==> src/rtl/pipe_stage_skid.sv <==
// Pipeline stage register with a two-entry skid buffer so upstream ready is a flop.
// Optional statistics counters are enabled by defining PIPE_STAGE_STATS_EN.
module pipe_stage_skid #(
    parameter int DATA_W = 32,
    parameter int CTRL_W = 6,
    parameter int CNT_W  = 16
) (
    input  logic              clk_i,
    input  logic              rst_ni,
    input  logic              flush_i,
    input  logic              in_valid_i,
    output logic              in_ready_o,
    input  logic [DATA_W-1:0] in_data_i,
    input  logic [CTRL_W-1:0] in_ctrl_i,
    output logic              out_valid_o,
    input  logic              out_ready_i,
    output logic [DATA_W-1:0] out_data_o,
    output logic [CTRL_W-1:0] out_ctrl_o
`ifdef PIPE_STAGE_STATS_EN
    ,
    output logic [CNT_W-1:0]  stall_count_o,
    output logic [CNT_W-1:0]  flush_count_o
`endif
);

    if (DATA_W < 1 || CTRL_W < 1 || CNT_W < 1) begin : g_param_check
        $error("pipe_stage_skid: DATA_W, CTRL_W and CNT_W must be positive");
    end

    typedef enum logic [1:0] {
        EMPTY = 2'd0,
        FULL  = 2'd1,
        SKID  = 2'd2
    } state_e;

    state_e            state_q;
    logic              out_valid_q;
    logic              in_ready_q;
    logic [DATA_W-1:0] out_data_q;
    logic [CTRL_W-1:0] out_ctrl_q;
    logic [DATA_W-1:0] skid_data_q;
    logic [CTRL_W-1:0] skid_ctrl_q;

    // Flush outranks every handshake; anything offered in a flush cycle is dropped.
    always_ff @(posedge clk_i or negedge rst_ni) begin
        if (!rst_ni) begin
            state_q     <= EMPTY;
            out_valid_q <= 1'b0;
            in_ready_q  <= 1'b1;
            out_data_q  <= '0;
            out_ctrl_q  <= '0;
            skid_data_q <= '0;
            skid_ctrl_q <= '0;
        end else if (flush_i) begin
            state_q     <= EMPTY;
            out_valid_q <= 1'b0;
            in_ready_q  <= 1'b1;
            out_data_q  <= '0;
            out_ctrl_q  <= '0;
            skid_data_q <= '0;
            skid_ctrl_q <= '0;
        end else begin
            case (state_q)
                EMPTY: begin
                    if (in_valid_i) begin
                        state_q     <= FULL;
                        out_valid_q <= 1'b1;
                        out_data_q  <= in_data_i;
                        out_ctrl_q  <= in_ctrl_i;
                    end
                end
                FULL: begin
                    if (in_valid_i && out_ready_i) begin
                        out_data_q <= in_data_i;
                        out_ctrl_q <= in_ctrl_i;
                    end else if (in_valid_i) begin
                        state_q     <= SKID;
                        in_ready_q  <= 1'b0;
                        skid_data_q <= in_data_i;
                        skid_ctrl_q <= in_ctrl_i;
                    end else if (out_ready_i) begin
                        // Drained: data keeps its last value, control must not leak.
                        state_q     <= EMPTY;
                        out_valid_q <= 1'b0;
                        out_ctrl_q  <= '0;
                    end
                end
                SKID: begin
                    if (out_ready_i) begin
                        state_q    <= FULL;
                        in_ready_q <= 1'b1;
                        out_data_q <= skid_data_q;
                        out_ctrl_q <= skid_ctrl_q;
                    end
                end
                default: begin
                    state_q     <= EMPTY;
                    out_valid_q <= 1'b0;
                    in_ready_q  <= 1'b1;
                    out_ctrl_q  <= '0;
                end
            endcase
        end
    end

    assign in_ready_o  = in_ready_q;
    assign out_valid_o = out_valid_q;
    assign out_data_o  = out_data_q;
    assign out_ctrl_o  = out_ctrl_q;

`ifdef PIPE_STAGE_STATS_EN
    logic [CNT_W-1:0] stall_cnt_q, stall_cnt_d;
    logic [CNT_W-1:0] flush_cnt_q, flush_cnt_d;

    // Both counters saturate at all-ones rather than wrapping.
    always_comb begin
        stall_cnt_d = stall_cnt_q;
        flush_cnt_d = flush_cnt_q;
        if (out_valid_q && !out_ready_i && (stall_cnt_q != '1)) begin
            stall_cnt_d = stall_cnt_q + CNT_W'(1);
        end
        if (flush_i && (state_q != EMPTY) && (flush_cnt_q != '1)) begin
            flush_cnt_d = flush_cnt_q + CNT_W'(1);
        end
    end

    always_ff @(posedge clk_i or negedge rst_ni) begin
        if (!rst_ni) begin
            stall_cnt_q <= '0;
            flush_cnt_q <= '0;
        end else begin
            stall_cnt_q <= stall_cnt_d;
            flush_cnt_q <= flush_cnt_d;
        end
    end

    assign stall_count_o = stall_cnt_q;
    assign flush_count_o = flush_cnt_q;
`endif

endmodule
==> config.mk <==
export PLATFORM = sky130hd
export DESIGN_NAME = pipe_stage_skid
export DESIGN_NICKNAME = d
export VERILOG_FILES = /design/src/rtl/pipe_stage_skid.sv
export SDC_FILE = /design/constraint.sdc
export NUM_CORES = 1
export LEC_CHECK = 0
export BUFFER_PORTS_ARGS = -buffer_cell sky130_fd_sc_hd__buf_2
export CAP_MARGIN = 0
export CORE_MARGIN = 1
export CORE_UTILIZATION = 38
export DETAILED_ROUTE_END_ITERATION = 6
export PLACE_DENSITY = 0.65
export SLEW_MARGIN = 20
export SYNTH_ARGS = -nofsm -noshare
export SYNTH_HDL_FRONTEND = slang
export SYNTH_SLANG_ARGS = --single-unit
==> constraint.sdc <==
create_clock -name clk_i -period 2.5 [get_ports clk_i]
set_clock_uncertainty 0.05 [all_clocks]
set_input_delay 0.125 -clock clk_i [delete_from_list [all_inputs] [get_ports clk_i]]
set_output_delay 0.125 -clock clk_i [all_outputs]
set_load 0.03 [all_outputs]
==> key figures <==
CTS
  – Clock-pin slew on the worst setup and hold paths: 70 ps
  – CTS tree: done
  – Max Root-Sink Buffers: 2
  – Number of setup buffers added after CTS: 0
  – Clk_lat worst skew: 350 ps
  – H-tree depth: 3
  – Clock sink count: 80
  – Num CTS Buffers: 9
  – Root Driver: clkbuf_8

Yosys
  – Synth Area in Adders: 0.0154
  – Synth Register Bits: 80
  – Mux share of post-synthesis cell area: 0.0813
  – Synth Area per Inst: 10.2 sq um
  – Sequential share of the synthesized area: 0.493
  – Post-synth cell types: 36
  – Cells after Synth: 397
  – Synth Area in Simple Gates: 0.0939
  – Post-synthesis xor/xnor area fraction: 0
  – Mapped Area: 4060 sq um
  – Mapped Nets: 445
  – Largest family of logic cells by synthesized area: compound AO/OA/AOI/OAI gates
  – Synth warn: 0
  – Synth Area in Compound Gates: 0.261

Global routing
  – Antenna violations before repair: 0
  – Gr usage total: 0.189
  – Overflow after GRT: 0
  – Vias in the first global route: 3255
  – Largest net degree at the start of global routing: 81
  – First-pass GRT wire length: 16.6 mm

Cells and area
  – N_diodes: 0
  – P&R area growth vs syn: 27.2%
  – Layout cell share with drive strength beyond 1: 0.288
  – Multi-input logic area: 1840 sq um
  – Commonest cells after routing, fill and taps aside: nand2_1 (80), buf_2 (80), dfrtp_1 (79)
  – Post-layout util: 0.500
  – Total Nets Final: 551
  – Fill count: 951
  – Register Area: 2000 sq um

Pwr
  – Maximum vdd drop: 344 uV
  – Power per cell area: 666 nW/um^2
  – Leak Pwr: 2.26 nW

Worst setup path
  – WP data required: 2640 ps
  – Element type at the critical path end: flip-flop
  – Crit path cell chain: inv_1 -> ha_1 -> buf_4 -> o2bb2ai_2 -> or2_2 -> o31ai_1
  – Slowest-stage cell, CP: or2_2
  – Worst Path Buf+Inv: 2
  – Worst-path fanout max: 32
  – R2r endpoint: out_data_o[2]
  – Worst R2R Path Depth: 6
  – CP Class: flip-flop to flip-flop
  – Arr. time, crit path: 2390 ps
  – CP delay by family, top: simple AND/OR/NAND/NOR gates
  – Critical Path Source Type: flip-flop
  – R2r startpoint: state_q[0]
  – Slowest cell delay on critical path: 800 ps
  – Reg2reg setup slack: 250 ps

Die
  – Rows: 37
  – Boundary Pins: 83
  – Starting density of the core: 0.394
  – Die height: 105 microns
  – Die area: 11100 sq um
  – Die W: 105 microns
  – Core area: 10300 sq um

Drt
  – Wire per inst: 15.8 microns
  – Vias/cell: 5.28
  – Routed WL: 10.1 mm
  – Post-route ant nets: 0
  – DRT iter0 DRCs: 230
  – Residual DRC: 0
  – First drt pass iteration count: 4
  – DR vias: 3394

Placement
  – Post-DP HPWL: 6.34 mm
  – Global placer's final weighted congestion: 0.860
  – Port Buf Inserts: 82

STA
  – RSZ-0062 raised after global routing: no
  – Period utilisation layout: 0.901
  – Setup TNS Final: 0 ps
  – Fmax: 0.444 GHz
  – Worst Tran Pin Value: 996 ps
  – Slew Viols, Final: 0
  – Min cycle time layout: 2250 ps
  – Slew margin rel.: 0.336
  – Final setup vio count: 0
  – Final hold viol count: 0

Min path
  – Hold Path Origin: flush_i
  – Worst Hold End: state_q[0]
  – HP Class: primary input to flip-flop
  – Worst Hold Depth: 2

Status
  – Outcome: finished clean

Job
  – Maxcap violations: 0
==> area by class of cell <==
type,instances,area share
inverters,10,0.00727
flip-flops and latches,80,0.388
well taps,136,0.0329
repair buffers,134,0.178
clock buffers,10,0.0266
clock inverters,5,0.0111
multi-input cells,268,0.356
==> power breakdown <==
part | switching (mW) | total, mW | internal, mW
clock network | 0.472 | 0.955 | 0.484
registers | 0.0747 | 1.49 | 1.42
logic | 0.662 | 0.991 | 0.329
==> synth_stat cells <==
cell type / count / area [sq um]
a211oi_1: 1 / 7.51
a21o_1: 2 / 15.0
a21oi_1: 48 / 240
a221o_1: 1 / 10.0
a22o_1: 5 / 43.8
a22oi_1: 1 / 7.51
a32o_1: 1 / 10.0
and3_1: 2 / 12.5
buf_1: 6 / 22.5
buf_2: 4 / 20.0
buf_4: 2 / 15.0
buf_6: 4 / 45.0
clkbuf_1: 23 / 86.3
clkinv_1: 1 / 3.75
dfrtp_1: 79 / 1980
dfstp_2: 1 / 26.3
ha_1: 5 / 62.6
inv_1: 7 / 26.3
inv_2: 2 / 7.51
mux2i_1: 33 / 330
nand2_1: 80 / 300
nand2b_1: 3 / 18.8
nand3_1: 2 / 10.0
nand4_1: 1 / 6.26
nor2_1: 4 / 15.0
nor2b_1: 1 / 6.26
nor4_1: 1 / 6.26
o211ai_1: 33 / 248
o21a_1: 1 / 7.51
o21ai_0: 2 / 10.0
o21ai_1: 2 / 10.0
o2bb2ai_2: 1 / 15.0
o31ai_1: 2 / 15.0
o31ai_2: 30 / 375
o32ai_1: 5 / 43.8
or2_1: 1 / 6.26
==> cells by family (layout without fill, tap and decap cells) <==
kind of cell / after synthesis / in the layout
mux: 33 / 33
flops: 80 / 80
simple gates: 95 / 95
fa+ha+maj: 5 / 5
compound gates: 135 / 135
buf+inv: 49 / 159
==> layer usage <==
metal	vias to the layer above	GRT usage	share of wire
met2	87	0.298	0.47
met1	1654	0.260	0.47
li1	1640	-	-
met4	0	0.0654	0.014
met3	13	0.0365	0.041
met5	-	0	0
==> worst max-delay path by stage <==
stage,from,end,slack [ps],cells after the start
CTS,state_q[1],skid_ctrl_q[4],180,7
floorplan,state_q[0],out_data_o[10],720,9
detailed placement,state_q[1],out_data_o[3],220,5
global route,state_q[0],out_data_o[2],70,6
finish,state_q[0],out_data_o[2],250,6
global placement,state_q[1],out_data_o[3],340,5
==> sequential cells by signal (all words and copies together), names as in the netlist <==
name         count
out_ctrl_o       6
out_data_o      32
skid_ctrl_q      6
out_valid_o      1
in_ready_o       1
state_q          2
skid_data_q     32
==> metrics by stage <==
step / total power [mW] / setup WS [ps] / instances / hold slack (ps) / cell area (sq um)
finish: 3.44 / 247 / 643 / 18.7 / 5170
global route: 3.62 / 65.0 / 643 / 8.42 / 5170
CTS: 3.47 / 182 / 643 / 5.98 / 5160
detailed placement: 2.47 / 216 / 588 / 319 / 4560
global placement: 2.44 / 342 / 588 / 315 / 4560
floorplan: 2.18 / 723 / 397 / -221 / 4060
==> what timing repair did <==
| action | 4_1_cts | 5_1_grt |
|---|---|---|
| hold buffers | 40 | 0 |
| setup endpoints to repair | 0 | 1 |
| endpoints found under the hold margin | 117 | 0 |
| gates resized for setup | 0 | 1 |
(Power assumes the default switching activity.)
